[src/rtl/com_pkg.sv]
// rtl/com_pkg.sv - shared bag codes, error causes and receiver state encoding for the com link
package com_pkg;

   localparam logic [3:0] BAG_INIT   = 4'h0;
   localparam logic [3:0] BAG_ACK    = 4'h1;
   localparam logic [3:0] BAG_NAK    = 4'h2;
   localparam logic [3:0] BAG_STALL  = 4'h3;
   localparam logic [3:0] BAG_DIDX   = 4'h5;
   localparam logic [3:0] BAG_DPARAM = 4'h6;
   localparam logic [3:0] BAG_DDIDX  = 4'h7;
   localparam logic [3:0] BAG_DLINK  = 4'h8;
   localparam logic [3:0] BAG_DTYPE  = 4'h9;
   localparam logic [3:0] BAG_DTEMP  = 4'hA;
   localparam logic [3:0] BAG_DHEAD  = 4'hC;
   localparam logic [3:0] BAG_DATA0  = 4'hD;
   localparam logic [3:0] BAG_DATA1  = 4'hE;

   localparam logic [1:0] ERR_CHECK   = 2'd0;
   localparam logic [1:0] ERR_TYPE    = 2'd1;
   localparam logic [1:0] ERR_TIMEOUT = 2'd2;
   localparam logic [1:0] ERR_OVERRUN = 2'd3;

   typedef enum logic [1:0] {
      ST_IDLE    = 2'd0,
      ST_PAYLOAD = 2'd1,
      ST_DONE    = 2'd2
   } rx_state_t;

   // Line encoding of a nibble: data in the high half, its complement in the low half.
   function automatic logic [7:0] bag_byte(input logic [3:0] value);
      return {value, ~value};
   endfunction

endpackage

[src/rtl/com_rx_chk.sv]
// rtl/com_rx_chk.sv - combinational byte checker shared by header and payload decode
module com_rx_chk
   import com_pkg::*;
(
   input  logic [7:0] i_byte,
   output logic       o_check_ok,
   output logic [3:0] o_value,
   output logic       o_is_hs,
   output logic       o_is_param
);

   logic [3:0] w_value;

   assign w_value    = i_byte[7:4];
   assign o_value    = w_value;
   assign o_check_ok = (i_byte == bag_byte(w_value));
   assign o_is_hs    = (w_value == BAG_ACK) || (w_value == BAG_NAK) || (w_value == BAG_STALL);
   assign o_is_param = (w_value == BAG_DIDX) || (w_value == BAG_DPARAM) || (w_value == BAG_DDIDX);

endmodule

[src/rtl/com_rx.sv]
// rtl/com_rx.sv - frames received com bytes into bags and presents them with the fs/fd handshake
module com_rx
   import com_pkg::*;
#(
   parameter int unsigned TIMEOUT = 1000
)
(
   input  logic       clk,
   input  logic       rst,
   input  logic       rx_vld,
   input  logic [7:0] com_rxd,
   output logic       fs,
   input  logic       fd,
   output logic [3:0] btype,
   output logic [3:0] bdata,
   output logic       err,
   output logic [1:0] err_code
);

   // Counter is cleared on the cycle after the header, so expiry lands TIMEOUT cycles after it.
   localparam logic [15:0] LP_CNT_LAST = 16'(TIMEOUT - 1);

   rx_state_t   r_state;
   logic [15:0] r_cnt;
   logic [3:0]  r_ptype;
   logic        r_fs;
   logic [3:0]  r_btype;
   logic [3:0]  r_bdata;
   logic        r_err;
   logic [1:0]  r_err_code;

   logic        w_check_ok;
   logic [3:0]  w_value;
   logic        w_is_hs;
   logic        w_is_param;

   com_rx_chk u_chk (
      .i_byte     (com_rxd),
      .o_check_ok (w_check_ok),
      .o_value    (w_value),
      .o_is_hs    (w_is_hs),
      .o_is_param (w_is_param)
   );

   always_ff @(posedge clk or negedge rst) begin
      if (!rst) begin
         r_state    <= ST_IDLE;
         r_cnt      <= '0;
         r_ptype    <= '0;
         r_fs       <= 1'b0;
         r_btype    <= '0;
         r_bdata    <= '0;
         r_err      <= 1'b0;
         r_err_code <= ERR_CHECK;
      end else begin
         r_err <= 1'b0;
         case (r_state)
            ST_IDLE: begin
               if (rx_vld) begin
                  if (!w_check_ok) begin
                     r_err      <= 1'b1;
                     r_err_code <= ERR_CHECK;
                  end else if (w_is_hs) begin
                     r_btype <= w_value;
                     r_bdata <= '0;
                     r_fs    <= 1'b1;
                     r_state <= ST_DONE;
                  end else if (w_is_param) begin
                     r_ptype <= w_value;
                     r_cnt   <= '0;
                     r_state <= ST_PAYLOAD;
                  end else if (w_value != BAG_INIT) begin
                     r_err      <= 1'b1;
                     r_err_code <= ERR_TYPE;
                  end
               end
            end
            ST_PAYLOAD: begin
               if (rx_vld) begin
                  if (w_check_ok) begin
                     r_btype <= r_ptype;
                     r_bdata <= w_value;
                     r_fs    <= 1'b1;
                     r_state <= ST_DONE;
                  end else begin
                     r_err      <= 1'b1;
                     r_err_code <= ERR_CHECK;
                     r_state    <= ST_IDLE;
                  end
               end else if (r_cnt == LP_CNT_LAST) begin
                  r_err      <= 1'b1;
                  r_err_code <= ERR_TIMEOUT;
                  r_state    <= ST_IDLE;
               end else begin
                  r_cnt <= r_cnt + 16'd1;
               end
            end
            ST_DONE: begin
               // No buffering: anything arriving before the consumer releases is dropped.
               if (rx_vld) begin
                  r_err      <= 1'b1;
                  r_err_code <= ERR_OVERRUN;
               end
               if (fd) begin
                  r_fs    <= 1'b0;
                  r_state <= ST_IDLE;
               end
            end
            default: begin
               r_fs    <= 1'b0;
               r_state <= ST_IDLE;
            end
         endcase
      end
   end

   assign fs       = r_fs;
   assign btype    = r_btype;
   assign bdata    = r_bdata;
   assign err      = r_err;
   assign err_code = r_err_code;

endmodule
[config.mk]
export PLATFORM = sky130hd
export DESIGN_NAME = com_rx
export DESIGN_NICKNAME = d
export VERILOG_FILES = /design/src/rtl/com_pkg.sv /design/src/rtl/com_rx_chk.sv /design/src/rtl/com_rx.sv
export SDC_FILE = /design/constraint.sdc
export NUM_CORES = 1
export LEC_CHECK = 0
export ABC_CLOCK_PERIOD_IN_PS = 3550
export CAP_MARGIN = 20
export CORE_MARGIN = 2
export CORE_UTILIZATION = 60
export CTS_CLUSTER_DIAMETER = 60
export DETAILED_ROUTE_END_ITERATION = 16
export PLACE_DENSITY_LB_ADDON = 0.25
export SYNTH_ARGS = -nofsm -noshare
export SYNTH_HDL_FRONTEND = slang
export SYNTH_SLANG_ARGS = --single-unit
[constraint.sdc]
create_clock -name clk -period 3.55 [get_ports clk]
set_clock_uncertainty 0.2 [all_clocks]
set_input_delay 0.8875 -clock clk [delete_from_list [all_inputs] [get_ports clk]]
set_output_delay 0.8875 -clock clk [all_outputs]
set_load 0.01 [all_outputs]
==> flow_summary.json <==
{
  "drt_wl_total_um": 4390,
  "syn_nets": 234,
  "vias": 1750,
  "drive_gt1_frac": 0.167,
  "routed_via_density": 6.01,
  "cts_resized": 0,
  "p_switching_w": 0.000479,
  "postCtsSetupBuffers": 0,
  "power.density_mw_per_mm2": 594,
  "arrival_ns": 3.05,
  "synth_ff_type": "dfrtp_1",
  "clk_latency_ns": 0.36,
  "hold_depth": 1,
  "crit_fanout": 8,
  "ant_nets": 0,
  "post_drt_wl_per_cell_um": 15.1,
  "fmax_ghz": 0.333,
  "synth.ff_latch_count": 34,
  "slew_viol_final": 0,
  "first_pass_iters": 4,
  "combPwrFrac": 0.367,
  "cts_buffer_depth": 2,
  "grt_max_degree": 35,
  "cts_tree": "built",
  "cts_root_buffer": "clkbuf_4",
  "rsz0062_at_grt": "false",
  "numPortBuffers": 23,
  "dp.final_hpwl_um": 3050,
  "gp_congestion": 0.860,
  "critPathRequiredTime_ns": 3.59,
  "grt_pass1_wl_um": 7830,
  "slew_headroom": 0.572,
  "synth_area_mm2": 0.00208,
  "layout_min_cycle_time_ns": 3.00,
  "holdWs_ns": 0.303,
  "die_h_um": 62.9,
  "start_util": 0.625,
  "finalHoldViolations": 0,
  "finalCritPeriodShare": 0.846,
  "htreeDepth": 2,
  "final_cells": 291,
  "die_x_um": 62.9,
  "ys_async_sr_fraction": 1.00,
  "pwr-share-seq": 0.375,
  "core_area_mm2": 0.00334,
  "nNetsFinal": 261,
  "setup.worst_path.class": "in -> reg",
  "syn_area_per_cell_um2": 9.61,
  "end_kind": "register",
  "netSwitchingFraction": 0.326,
  "cp-start-kind": "input port",
  "max_cap_violations": 0,
  "ys_types": 51,
  "synth_edf_count": 0,
  "ios": 24,
  "fin_util": 0.741,
  "gr-usage-all-layers": 0.251,
  "route.detailed.drc": 0,
  "r2r_cells": 7,
  "nFillCells": 252,
  "syn_to_final_growth_pct": 18.7,
  "yosysWarnings": 0,
  "cts_sinks": 34,
  "cts_buffers": 5,
  "clock_power_share": 0.259,
  "p_int_w": 0.000990,
  "worstMarginPinSlew_ns": 0.637,
  "cts_hold_buf": 0,
  "clk_pin_slew_ns": 0.12,
  "hold_path.class": "reg -> reg",
  "first_iter_violations": 111,
  "leakagePower_nw": 1.08,
  "setup_total_negative_slack_ns": 0,
  "grt_pass1_vias": 1747,
  "dp.cells": 283,
  "overflow": 0,
  "ys_seq_area_frac": 0.408,
  "peakVddDrop_mv": 0.471,
  "syn_inst": 217,
  "row_count": 21,
  "antenna_found_initial": 0,
  "diodes": 0,
  "setup_viol": 0,
  "status": "finished clean",
  "dieArea_mm2": 0.00396,
  "power_w": 0.00147
}
[synth_stat cells (5+ instances only)]
| cell | count | area [um^2] |
|---|---|---|
| a21oi_1 | 5 | 25.0 |
| inv_1 | 10 | 37.5 |
| o21ai_0 | 7 | 35.0 |
| ha_1 | 5 | 62.6 |
| nand3_1 | 16 | 80.1 |
| mux2i_1 | 6 | 60.1 |
| mux2_2 | 12 | 135 |
| a21o_1 | 5 | 37.5 |
| nor3_1 | 5 | 25.0 |
| dfrtp_1 | 34 | 851 |
| nand2_1 | 20 | 75.1 |
| nor2_1 | 10 | 37.5 |
[layout make-up]
type | instances | area [um^2] | share of cell area
Clock buffer | 6 | 51.3 | 0.0207
Clock inverter | 2 | 60.1 | 0.0243
Tap cell | 46 | 57.6 | 0.0233
Timing Repair Buffer | 30 | 283 | 0.114
Sequential cell | 34 | 851 | 0.344
Multi-Input combinational cell | 163 | 1130 | 0.458
Inverter | 10 | 37.5 | 0.0152
[worst max-delay path: stages]
cell             delay, ns
clkdlybuf4s50_1       0.59
xor2_1                0.24
nand4_1               0.17
or3_1                 0.54
and2_1                0.29
a211o_2               0.34
[per-stage QoR]
step	setup slack (ns)	area, um^2
after floorplan	0.824	2080
after global placement	0.318	2360
after detailed placement	0.259	2360
after CTS	0.594	2470
after global routing	0.461	2470
final	0.546	2470
[cells by family after synthesis]
kind of cell	count (synthesis)	share of synthesized area
compound gates	46	0.163
xor+xnor	7	0.0294
fa+ha+maj	5	0.0300
buf+inv	20	0.0480
flops	34	0.408
mux	18	0.0936
simple gates	87	0.227
[path summary, 6_finish.rpt]
path / start / end / slack, ns
worst max-delay path: com_rxd[4] / r_cnt[15] / 0.55
worst min-delay path: r_ptype[2] / r_ptype[2] / 0.30
worst max register to register: r_state[1] / r_cnt[6] / 0.80
worst min register to register: r_ptype[2] / r_ptype[2] / 0.30
max in group asynchronous: rst / err / 2.11
min in group asynchronous: rst / r_cnt[13] / 0.72
[power groups by stage]
stage / Clock (W) / Combinational, W / Sequential (W)
after floorplan: 0 / 0.000328 / 0.000565
after global placement: 0 / 0.000525 / 0.000553
after detailed placement: 0 / 0.000535 / 0.000558
after CTS: 0.000386 / 0.000540 / 0.000551
after global routing: 0.000405 / 0.000596 / 0.000563
final: 0.000380 / 0.000539 / 0.000550
[layout by cell type (no fill, tap or decap), drive strengths merged, types with 2 or more instances in the layout]
cell,instances
a211o,3
clkbuf,6
nor3,5
and2,4
mux2i,6
ha,5
bufinv,2
nand3,16
dfrtp,34
nor2,10
o211ai,4
o21ai,11
nand4,4
clkdlybuf4s50,23
buf,7
or4b,3
nand3b,4
nor2b,2
o22ai,2
nor3b,2
or3,3
nand2,20
xor2,4
a31oi,4
a22o,4
inv,10
a21o,6
nand2b,3
nor4,2
and3,2
mux2,12
a21oi,5
xnor2,3
o31ai,2
[sequential cells by signal, indices dropped and copies added, names as in the netlist]
register,count
bdata,4
r_state,2
btype,4
fs,1
r_cnt,16
err,1
r_ptype,4
err_code,2
[per-layer routing]
layer / global-route usage / routed length (um)
met5: 0 / 0
met4: 0.0833 / 63
met3: 0.0559 / 170
met2: 0.434 / 2230
met1: 0.310 / 1930
(Power assumes the default switching activity.)
